==> src/rtl/fp_add_subt_pkg.sv <==
// Shared definitions for the single-precision add/subtract unit.
// Holds the FSM state encoding, default field widths and the packed
// special-value constants for the default (IEEE-754 single) format.
package fp_add_subt_pkg;

    localparam int EW_DEF = 8;
    localparam int SW_DEF = 23;

    localparam logic [EW_DEF-1:0]      EXP_MAX  = {EW_DEF{1'b1}};
    localparam logic [EW_DEF+SW_DEF:0] INF_POS  = {1'b0, EXP_MAX, {SW_DEF{1'b0}}};
    localparam logic [EW_DEF+SW_DEF:0] ZERO_POS = {(EW_DEF+SW_DEF+1){1'b0}};

    typedef enum logic [2:0] {
        IDLE  = 3'd0,
        CMP   = 3'd1,
        ALIGN = 3'd2,
        ADD   = 3'd3,
        NORM  = 3'd4,
        DONE  = 3'd5
    } state_e;

endpackage

==> src/rtl/fp_add_subt_unit_sgf_add_subt.sv <==
// sgf_add_subt: combinational magnitude comparator and significand
// adder/subtractor for fp_add_subt_unit.
// Ports:
//   exp_x_i, exp_y_i : biased exponents of X and Y
//   sig_x_i, sig_y_i : significands with hidden bit (zero when flushed)
//   sig_a_i, sig_b_i : aligned larger / smaller significands
//   sub_i            : 1 = subtract sig_b_i from sig_a_i
//   x_ge_y_o         : |X| >= |Y| (exponent first, then significand)
//   sum_o            : sig_a_i +/- sig_b_i, carry in the top bit
module sgf_add_subt #(
    parameter int EW = 8,
    parameter int SW = 23
) (
    input  logic [EW-1:0] exp_x_i,
    input  logic [EW-1:0] exp_y_i,
    input  logic [SW+1:0] sig_x_i,
    input  logic [SW+1:0] sig_y_i,
    input  logic [SW+1:0] sig_a_i,
    input  logic [SW+1:0] sig_b_i,
    input  logic          sub_i,
    output logic          x_ge_y_o,
    output logic [SW+1:0] sum_o
);

    // Concatenating exponent above significand gives magnitude order directly.
    assign x_ge_y_o = ({exp_x_i, sig_x_i} >= {exp_y_i, sig_y_i});

    // A >= B is guaranteed upstream, so the difference never wraps.
    assign sum_o = sub_i ? (sig_a_i - sig_b_i) : (sig_a_i + sig_b_i);

endmodule

==> src/rtl/fp_add_subt_unit.sv <==
// fp_add_subt_unit: multi-cycle single-precision add/subtract, responder
// side of the beg/ready/ack handshake. Operands are latched on a begin
// pulse, aligned one bit per cycle, added, normalised one step per cycle
// and truncated. The result is held with ready high until acknowledged.
// Ports:
//   clk, reset_n        : clock, asynchronous active-low reset
//   beg_add_subt        : start request (IDLE only)
//   ack_add_subt        : result consumed (DONE only)
//   add_subt            : 0 = X+Y, 1 = X-Y
//   Data_X, Data_Y      : operands
//   ready_add_subt      : result valid
//   result              : sum or difference
//   overflow_flag       : exponent overflow or Inf/NaN operand
//   underflow_flag      : result flushed to zero on exponent underflow
module fp_add_subt_unit
    import fp_add_subt_pkg::*;
#(
    parameter int EW = EW_DEF,
    parameter int SW = SW_DEF,
    localparam int W = EW + SW + 1
) (
    input  logic         clk,
    input  logic         reset_n,
    input  logic         beg_add_subt,
    input  logic         ack_add_subt,
    input  logic         add_subt,
    input  logic [W-1:0] Data_X,
    input  logic [W-1:0] Data_Y,
    output logic         ready_add_subt,
    output logic [W-1:0] result,
    output logic         overflow_flag,
    output logic         underflow_flag
);

    localparam logic [EW-1:0] EXP_ONES  = {EW{1'b1}};
    localparam logic [EW-1:0] EXP_ZERO  = {EW{1'b0}};
    localparam logic [EW-1:0] EXP_ONE   = {{(EW-1){1'b0}}, 1'b1};
    localparam logic [EW-1:0] EXP_TOP   = EXP_ONES - EXP_ONE;
    localparam logic [EW-1:0] DIFF_CLR  = EW'(SW + 2);
    localparam logic [SW-1:0] FRAC_ZERO = {SW{1'b0}};
    localparam logic [SW+1:0] SIG_ZERO  = {(SW+2){1'b0}};
    localparam logic [W-2:0]  MAG_ZERO  = {(W-1){1'b0}};

    state_e        state_q, state_d;
    logic [W-1:0]  x_q, x_d;
    logic [W-1:0]  y_q, y_d;
    logic          op_q, op_d;
    logic          sign_q, sign_d;
    logic          eff_sub_q, eff_sub_d;
    logic [EW-1:0] exp_q, exp_d;
    logic [EW-1:0] diff_q, diff_d;
    logic [SW+1:0] sig_a_q, sig_a_d;
    logic [SW+1:0] sig_b_q, sig_b_d;
    logic [W-1:0]  result_q, result_d;
    logic          ovf_q, ovf_d;
    logic          unf_q, unf_d;
    logic          ready_q, ready_d;

    logic          sx_s, sy_s;
    logic [EW-1:0] ex_s, ey_s;
    logic [SW+1:0] sig_x_s, sig_y_s;
    logic          x_ge_y_s;
    logic [SW+1:0] sum_s;

    assign sx_s = x_q[W-1];
    assign sy_s = y_q[W-1];
    assign ex_s = x_q[W-2:SW];
    assign ey_s = y_q[W-2:SW];

    // A zero exponent flushes the operand (zero or denormal) to a zero significand.
    assign sig_x_s = (ex_s == EXP_ZERO) ? SIG_ZERO : {2'b01, x_q[SW-1:0]};
    assign sig_y_s = (ey_s == EXP_ZERO) ? SIG_ZERO : {2'b01, y_q[SW-1:0]};

    sgf_add_subt #(
        .EW (EW),
        .SW (SW)
    ) u_sgf (
        .exp_x_i  (ex_s),
        .exp_y_i  (ey_s),
        .sig_x_i  (sig_x_s),
        .sig_y_i  (sig_y_s),
        .sig_a_i  (sig_a_q),
        .sig_b_i  (sig_b_q),
        .sub_i    (eff_sub_q),
        .x_ge_y_o (x_ge_y_s),
        .sum_o    (sum_s)
    );

    // Next-state and datapath update for the add/subtract sequence.
    always_comb begin
        state_d   = state_q;
        x_d       = x_q;
        y_d       = y_q;
        op_d      = op_q;
        sign_d    = sign_q;
        eff_sub_d = eff_sub_q;
        exp_d     = exp_q;
        diff_d    = diff_q;
        sig_a_d   = sig_a_q;
        sig_b_d   = sig_b_q;
        result_d  = result_q;
        ovf_d     = ovf_q;
        unf_d     = unf_q;
        ready_d   = ready_q;

        case (state_q)
            IDLE: begin
                if (beg_add_subt) begin
                    x_d     = Data_X;
                    y_d     = Data_Y;
                    op_d    = add_subt;
                    ovf_d   = 1'b0;
                    unf_d   = 1'b0;
                    state_d = CMP;
                end else begin
                    state_d = IDLE;
                end
            end

            CMP: begin
                if (ex_s == EXP_ONES) begin
                    result_d = {sx_s, EXP_ONES, FRAC_ZERO};
                    ovf_d    = 1'b1;
                    ready_d  = 1'b1;
                    state_d  = DONE;
                end else if (ey_s == EXP_ONES) begin
                    result_d = {sy_s ^ op_q, EXP_ONES, FRAC_ZERO};
                    ovf_d    = 1'b1;
                    ready_d  = 1'b1;
                    state_d  = DONE;
                end else if (x_ge_y_s) begin
                    sign_d    = sx_s;
                    exp_d     = ex_s;
                    diff_d    = ex_s - ey_s;
                    sig_a_d   = sig_x_s;
                    sig_b_d   = sig_y_s;
                    eff_sub_d = op_q ^ sx_s ^ sy_s;
                    state_d   = ALIGN;
                end else begin
                    // Y is the larger operand; its sign flips for X-Y.
                    sign_d    = sy_s ^ op_q;
                    exp_d     = ey_s;
                    diff_d    = ey_s - ex_s;
                    sig_a_d   = sig_y_s;
                    sig_b_d   = sig_x_s;
                    eff_sub_d = op_q ^ sx_s ^ sy_s;
                    state_d   = ALIGN;
                end
            end

            ALIGN: begin
                if (diff_q == EXP_ZERO) begin
                    state_d = ADD;
                end else if (diff_q >= DIFF_CLR) begin
                    // Every significant bit would be shifted out anyway.
                    sig_b_d = SIG_ZERO;
                    diff_d  = EXP_ZERO;
                end else begin
                    sig_b_d = {1'b0, sig_b_q[SW+1:1]};
                    diff_d  = diff_q - EXP_ONE;
                end
            end

            ADD: begin
                sig_a_d = sum_s;
                state_d = NORM;
            end

            NORM: begin
                if (sig_a_q == SIG_ZERO) begin
                    result_d = {1'b0, MAG_ZERO};
                    ready_d  = 1'b1;
                    state_d  = DONE;
                end else if (sig_a_q[SW+1]) begin
                    sig_a_d = {1'b0, sig_a_q[SW+1:1]};
                    exp_d   = exp_q + EXP_ONE;
                    if (exp_q == EXP_TOP) begin
                        result_d = {sign_q, EXP_ONES, FRAC_ZERO};
                        ovf_d    = 1'b1;
                        ready_d  = 1'b1;
                        state_d  = DONE;
                    end else begin
                        state_d = NORM;
                    end
                end else if (!sig_a_q[SW]) begin
                    sig_a_d = {sig_a_q[SW:0], 1'b0};
                    exp_d   = exp_q - EXP_ONE;
                    if (exp_q == EXP_ONE) begin
                        result_d = {sign_q, MAG_ZERO};
                        unf_d    = 1'b1;
                        ready_d  = 1'b1;
                        state_d  = DONE;
                    end else begin
                        state_d = NORM;
                    end
                end else begin
                    result_d = {sign_q, exp_q, sig_a_q[SW-1:0]};
                    ready_d  = 1'b1;
                    state_d  = DONE;
                end
            end

            DONE: begin
                if (ack_add_subt) begin
                    ready_d = 1'b0;
                    state_d = IDLE;
                end else begin
                    state_d = DONE;
                end
            end

            default: begin
                state_d = IDLE;
                ready_d = 1'b0;
            end
        endcase
    end

    // State and datapath registers, cleared by the asynchronous reset.
    always_ff @(posedge clk or negedge reset_n) begin
        if (!reset_n) begin
            state_q   <= IDLE;
            x_q       <= {W{1'b0}};
            y_q       <= {W{1'b0}};
            op_q      <= 1'b0;
            sign_q    <= 1'b0;
            eff_sub_q <= 1'b0;
            exp_q     <= EXP_ZERO;
            diff_q    <= EXP_ZERO;
            sig_a_q   <= SIG_ZERO;
            sig_b_q   <= SIG_ZERO;
            result_q  <= {W{1'b0}};
            ovf_q     <= 1'b0;
            unf_q     <= 1'b0;
            ready_q   <= 1'b0;
        end else begin
            state_q   <= state_d;
            x_q       <= x_d;
            y_q       <= y_d;
            op_q      <= op_d;
            sign_q    <= sign_d;
            eff_sub_q <= eff_sub_d;
            exp_q     <= exp_d;
            diff_q    <= diff_d;
            sig_a_q   <= sig_a_d;
            sig_b_q   <= sig_b_d;
            result_q  <= result_d;
            ovf_q     <= ovf_d;
            unf_q     <= unf_d;
            ready_q   <= ready_d;
        end
    end

    assign ready_add_subt = ready_q;
    assign result         = result_q;
    assign overflow_flag  = ovf_q;
    assign underflow_flag = unf_q;

endmodule

==> config.mk <==
export PLATFORM = sky130hd
export DESIGN_NAME = fp_add_subt_unit
export DESIGN_NICKNAME = d
export VERILOG_FILES = /design/src/rtl/fp_add_subt_pkg.sv /design/src/rtl/fp_add_subt_unit_sgf_add_subt.sv /design/src/rtl/fp_add_subt_unit.sv
export SDC_FILE = /design/constraint.sdc
export NUM_CORES = 1
export LEC_CHECK = 0
export BUFFER_PORTS_ARGS = -buffer_cell sky130_fd_sc_hd__buf_4
export CAP_MARGIN = 20
export CORE_AREA = 2 2 139 141
export DETAILED_ROUTE_END_ITERATION = 8
export DIE_AREA = 0 0 141 143
export GPL_ROUTABILITY_DRIVEN = 0
export PLACE_DENSITY = 0.88
export SYNTH_ARGS = -nofsm -noshare
export SYNTH_HDL_FRONTEND = slang
export SYNTH_HIERARCHICAL = 1
export SYNTH_SLANG_ARGS = --single-unit
==> constraint.sdc <==
create_clock -name clk -period 13.45 [get_ports clk]
set_clock_uncertainty 0.2 [all_clocks]
set_input_delay 0.6725 -clock clk [delete_from_list [all_inputs] [get_ports clk]]
set_output_delay 0.6725 -clock clk [all_outputs]
set_load 0.01 [all_outputs]
---- Word level (Yosys, flattened, before mapping) ----
Index checks and enable logic that the tools add are counted.
operators by class
  add/sub/neg operators ................... 7
  multiply operators ...................... 0
  divide/modulo/power cells ............... 0
  $lt $le $gt $ge ......................... 2
  eq/ne operators ......................... 25
  shift operators ......................... 0
  muxes and demuxes ....................... 66
  bitwise gates (word level) .............. 6
  reductions and logical operators ........ 21
operators by type and width
  cell                 number
  $mux 32              7
  $mux 25              7
  $mux 24              7
  $mux 8               11
  $pmux 25 s3          1
  $pmux 32 s2          1
  $pmux 25 s2          1
  $ge 33x33->1         1
  $pmux 8 s2           2
  $add 25x25->25       1
  $logic_not 25->1     1
  $sub 25x25->25       1
  $eq 8x8->1 const B   3
  $logic_not 8->1      3
  $ne 2x2->1 const B   12
  $mux 3               7
  $mux 1               18
  $pmux 3 s6           1
  $sub 8x1->8 const B  2
  $sub 8x8->8          2
  $reduce_and 5->1     3
  $reduce_and 4->1     3
  $reduce_and 6->1     2
  $add 8x1->8 const B  1
  19 further kinds     29
word-level totals
  register bits after elaboration ......... 171
  bits in latches ......................... 0
  memory bits (writable) .................. 0
  memory bits (read-only) ................. 0
  input bits .............................. 69
  output and inout bits ................... 35
  memories kept ........................... 0

---- Depth between registers and ports, before layout ----
  depth in word-level cells ............... 7
  depth in mapped cells ................... 19
  mapped depth without buffers ............ 17

---- Modules after synthesis ----
The synthesis kept the hierarchy.
modules (own cells, without submodules)
  module            times used  cells an instance  area each (um2)  seq. area each (um2)
  fp_add_subt_unit  1           918                9325.2           4254.1
  sgf_add_subt      1           393                2695.1           0.0

---- Worst setup path after synthesis ----
OpenSTA, ideal clock, no wires.
  kind .................................... register to register
  start point ............................. register x_q[30]
  end point ............................... register sig_b_q[11]
  setup time .............................. 0.137 ns
  data arrival time ....................... 4.063 ns
  data required time ...................... 13.113 ns
  path slack .............................. 9.050 ns
  stages on the path, launching flop included .. 19
  buffers on the path ..................... 4
  path through ............................ dfrtp_1 -> nor4_1 -> nand2_1 -> clkbuf_1 -> and2_1 -> ha_1 -> a211oi_1 -> o221ai_1 -> a211oi_1 -> o22ai_1 -> nor4_1 -> nor2_1 -> clkbuf_1 -> inv_2 -> buf_1 -> buf_1 -> mux2i_1 -> a2bb2oi_1 -> a21oi_1
between the ends
  longest elaborated chain between the ends .. 7
  elaborated cells on any way between the ends .. 10
ends and longest elaborated chain
  item                    line                                 source
  from (decl)             fp_add_subt_unit.sv:45               logic [W-1:0] x_q, x_d;
  from (signal assigned)  fp_add_subt_unit.sv:223              x_q <= {W{1'b0}};
  $logic_not 8->1         fp_add_subt_unit.sv:71               assign sig_x_s = (ex_s == EXP_ZERO) ? SIG_ZERO : {2'b01, x_q[SW-1:0]};
  $mux 24                 fp_add_subt_unit.sv:71
  via sig_x_s[2]          fp_add_subt_unit.sv:61               logic [SW+1:0] sig_x_s, sig_y_s;
  $ge 33x33->1            fp_add_subt_unit_sgf_add_subt.sv:26  assign x_ge_y_o = ({exp_x_i, sig_x_i} >= {exp_y_i, sig_y_i});
  via x_ge_y_s            fp_add_subt_unit.sv:62               logic x_ge_y_s;
  $mux 24                 fp_add_subt_unit.sv:131              end else if (x_ge_y_s) begin
  $mux 25                 fp_add_subt_unit.sv:126              end else if (ey_s == EXP_ONES) begin
  $mux 25                 fp_add_subt_unit.sv:121              if (ex_s == EXP_ONES) begin
  $pmux 25 s2             fp_add_subt_unit.sv:106              case (state_q)
  to (signal assigned)    fp_add_subt_unit.sv:246              sig_b_q <= sig_b_d;
  to (decl)               fp_add_subt_unit.sv:53               logic [SW+1:0] sig_b_q, sig_b_d;
The timed path passes the listed nets, and every way through them passes these cells. The select of a mux whose other input is x is not followed.
A chain may end at the register's enable or synchronous reset.

---- Worst setup path after layout ----
  start point ............................. register x_q[30]
  end point ............................... register diff_q[5]
between the ends
  longest elaborated chain between the ends .. 7
  elaborated cells on any way between the ends .. 10
ends and longest elaborated chain
  item                  line                                 source
  $logic_not 8->1       fp_add_subt_unit.sv:71
  $mux 24               fp_add_subt_unit.sv:71
  via sig_x_s[3]        fp_add_subt_unit.sv:61
  $ge 33x33->1          fp_add_subt_unit_sgf_add_subt.sv:26
  via x_ge_y_s          fp_add_subt_unit.sv:62
  $mux 8                fp_add_subt_unit.sv:131
  $mux 8                fp_add_subt_unit.sv:126
  $mux 8                fp_add_subt_unit.sv:121
  $pmux 8 s2            fp_add_subt_unit.sv:106
  to (signal assigned)  fp_add_subt_unit.sv:244              diff_q <= diff_d;
  to (decl)             fp_add_subt_unit.sv:51               logic [EW-1:0] diff_q, diff_d;
The timed path passes the listed nets, and every way through them passes these cells. The select of a mux whose other input is x is not followed.

==> metrics.md <==
| Metric | Value |
|---|---|
| TritonCTS clock tree | built |
| Worst Path Class, Setup | flop to flop |
| Die footprint | 20160 um^2 |
| Post-Syn Area | 12020 um^2 |
| CP Cell Sequence | nor4_1, nand2_1, and2_1, ha_1, o21ai_0, o221ai_1, a211oi_1, o22ai_1, nor4_1, nor2_4, buf_4, inv_2, a211oi_1, a311oi_1, nand3_1, xor2_1, o221ai_1 |
| Crit path DAT | 5.81 ns |
| Wirelength per Cell | 20.04 um |
| CP top delay family | simple AND/OR/NAND/NOR gates |
| Die Span Y | 143 um |
| Antenna violations before repair | 1 |
| Post-CTS sizing | 0 |
| Max clock buf depth | 2 |
| Reg2Reg Setup Slack | 7.74 ns |
| Number of max-cap violations | 0 |
| RR Endpoint | diff_q[5] |
| Syn avg cell area | 9.169 um^2 |
| Fmax | 175.2 MHz |
| Crit-path max FO | 53 |
| Seq cells post-synth | 170 |
| Crit share post-route | 42.44% |
| Grt ovf | 0 |
| Reg-to-reg critical path startpoint | x_q[30] |
| R2R depth | 17 |
| Hold Crit Class | primary input to async pin |
| Routed WL | 32440 um |
| Final worst slack | 7.742 ns |
| Port-buffer cells | 103 |
| Final Setup Violations | 0 |
| DIE WIDTH | 141 um |
| Yosys top cell area share | 35.39% |
| N_diodes | 0 |
| Top FF cell, synth | dfrtp_1 |
| DRC viols | 0 |
| Min cycle time layout | 5.708 ns |
| Final ANT Viol Nets | 0 |
| Yosys warnings | 6 |
| Tot GR Track Use | 32.58% |
| Critical Path RT | 13.55 ns |
| Ports | 104 |
| Crit path max-delay cell type | inv_2 |
| Slew Viols, Final | 0 |
| Largest net degree at the start of global routing | 94 |
| Num CTS Buffers | 17 |
| Status | finished, final reports clean |
| CP Capture Type | flop |
| Pre-CTS WS | 7.971 ns |
| Min Hold Slack | 0.1144 ns |
| Vias per std cell | 6.696 |
| Clk pin slew, worst setup/hold paths | 0.07 ns |
| Layout cells sized above 1 | 18.77% |
| Post-CTS setup buffer count | 0 |
| FFs w/ async S/R, synth | 100.0% |
| Share of the yosys chip area belonging to registers | 35.39% |
| Post-DP HPWL | 23030 um |
| Worst setup path start | x_q[30] |
| Core area | 18580 um^2 |
| Critical Path Stages | 17 |
| Synthesis-to-layout area growth | 12.30% |
| Global-route wire length before repair | 52100 um |
| RSZ-0062 raised after global routing | false |
| Fill cells | 1314 |
| Setup TNS | 0 ns |
| Final Util | 72.65% |
| Critical path endpoint | diff_q[5] |
| Yosys top cell by area | dfrtp_1 |
| Worst-Margin Slew | 1.119 ns |
| Clk Latency, worst-skew pair | 0.45 ns |
| Synth Instances | 1311 |
| H-tree Lvls | 4 |
| Most frequent cell after synthesis | dfrtp_1 |
| Starting density of the core | 64.69% |
| WP buf/inv | 2 |
| Distinct cells, synth | 78 |
| Via count | 10840 |
| Worst path max stage delay | 0.57 ns |
| Fin. Hold Viols | 0 |
| CTS sink count | 170 |
| Top post-synthesis cells by count | 170 x dfrtp_1, 123 x nor2_1, 117 x a21oi_1, 79 x ha_1, 78 x mux2_2 |
| Number of synthesized flops with an enable pin | 0 |
| Vias in the first global route | 10210 |
| Largest cells by area after synthesis | dfrtp_1 35%, ha_1 8.2%, mux2_2 7.3%, a21oi_1 4.9%, nor2_1 3.8% |
| Starting DRC count in detailed routing | 1479 |
| Slew margin rel. | 25.40% |
| Hold Buf Count CTS | 0 |
| CTS root buf | clkbuf_16 |
| Crit start category | flop |
| Site Rows | 50 |
| Layout Nets | 1523 |
| 1st-pass router iterations | 6 |
## sequential cells by signal, indices dropped and copies added (netlist names)
signal,cells
diff_q,8
eff_sub_q,1
exp_q,8
op_q,1
overflow_flag,1
ready_add_subt,1
result,32
sig_a_q,25
sig_b_q,24
sign_q,1
state_q,3
underflow_flag,1
x_q,32
y_q,32
## worst reg2reg max path, delay by kind of cell, from the launching register on
kind | cells | cell delay [ns]
fa+ha+maj | 1 | 0.33
flops | 1 | 0.45
compound gates | 7 | 1.53
xor+xnor | 1 | 0.15
buf+inv | 2 | 0.94
simple gates | 6 | 1.98
## placed cells by master, fill, tap and decap left out, types with 17 or more instances in the layout
| master | count |
|---|---|
| inv_1 | 76 |
| mux2i_1 | 32 |
| nor2_1 | 121 |
| clkbuf_16 | 17 |
| a2bb2oi_1 | 23 |
| mux2_2 | 78 |
| nand2_1 | 77 |
| dfrtp_1 | 170 |
| and2_1 | 52 |
| ha_1 | 79 |
| buf_4 | 113 |
| nand4_1 | 17 |
| o21ai_0 | 63 |
| a221oi_1 | 23 |
| a21o_1 | 21 |
| xnor2_1 | 42 |
| a22o_1 | 47 |
| a21oi_1 | 117 |
## per-layer routing
layer / global-route usage (%) / wire (um) / up-vias
li1: - / - / 4887
met1: 45.53 / 13450 / 5135
met2: 49.83 / 14380 / 726
met3: 7.176 / 3527 / 91
met4: 12.79 / 1075 / 2
met5: 0 / 8 / -
## cell families (layout without fill, tap and decap cells)
group	count (synthesis)	after routing	share of synthesized area [%]
mux	115	115	10.60
fa+ha+maj	82	82	8.723
buf+inv	152	224	5.080
other cells	1	3	0.03120
xor+xnor	54	54	3.935
flops	170	170	35.39
simple gates	367	367	15.44
compound gates	370	370	20.81
## worst min-delay path by stage
stage,to,slack [ns],cells after the start
5_1_grt,y_q[30],0.20,1
3_5_place_dp,x_q[14],0.29,1
6_report,x_q[25],0.11,1
2_1_floorplan,diff_q[0],0.18,0
4_1_cts,y_q[30],0.15,1
3_3_place_gp,sign_q,0.26,2
## area by class of cell
type,count,area [um^2],area share [%]
Clock buffer,17,425.4,3.151
Clock inverter,15,155.1,1.149
Inverter,77,289.0,2.141
Multi-Input combinational cell,991,7208,53.40
Sequential cell,170,4254,31.51
Tap cell,234,292.8,2.169
Timing Repair Buffer,115,874.6,6.479
## stage by stage
step | area (um^2) | std cells
after floorplan | 12030 | 1313
after global placement | 12900 | 1586
after detailed placement | 12900 | 1586
after CTS | 13480 | 1618
after global routing | 13500 | 1619
final | 13500 | 1619
Power is left out: the tool's default activity adds up to more than one toggle a clock period on the data nets, which glitch-free logic cannot reach.
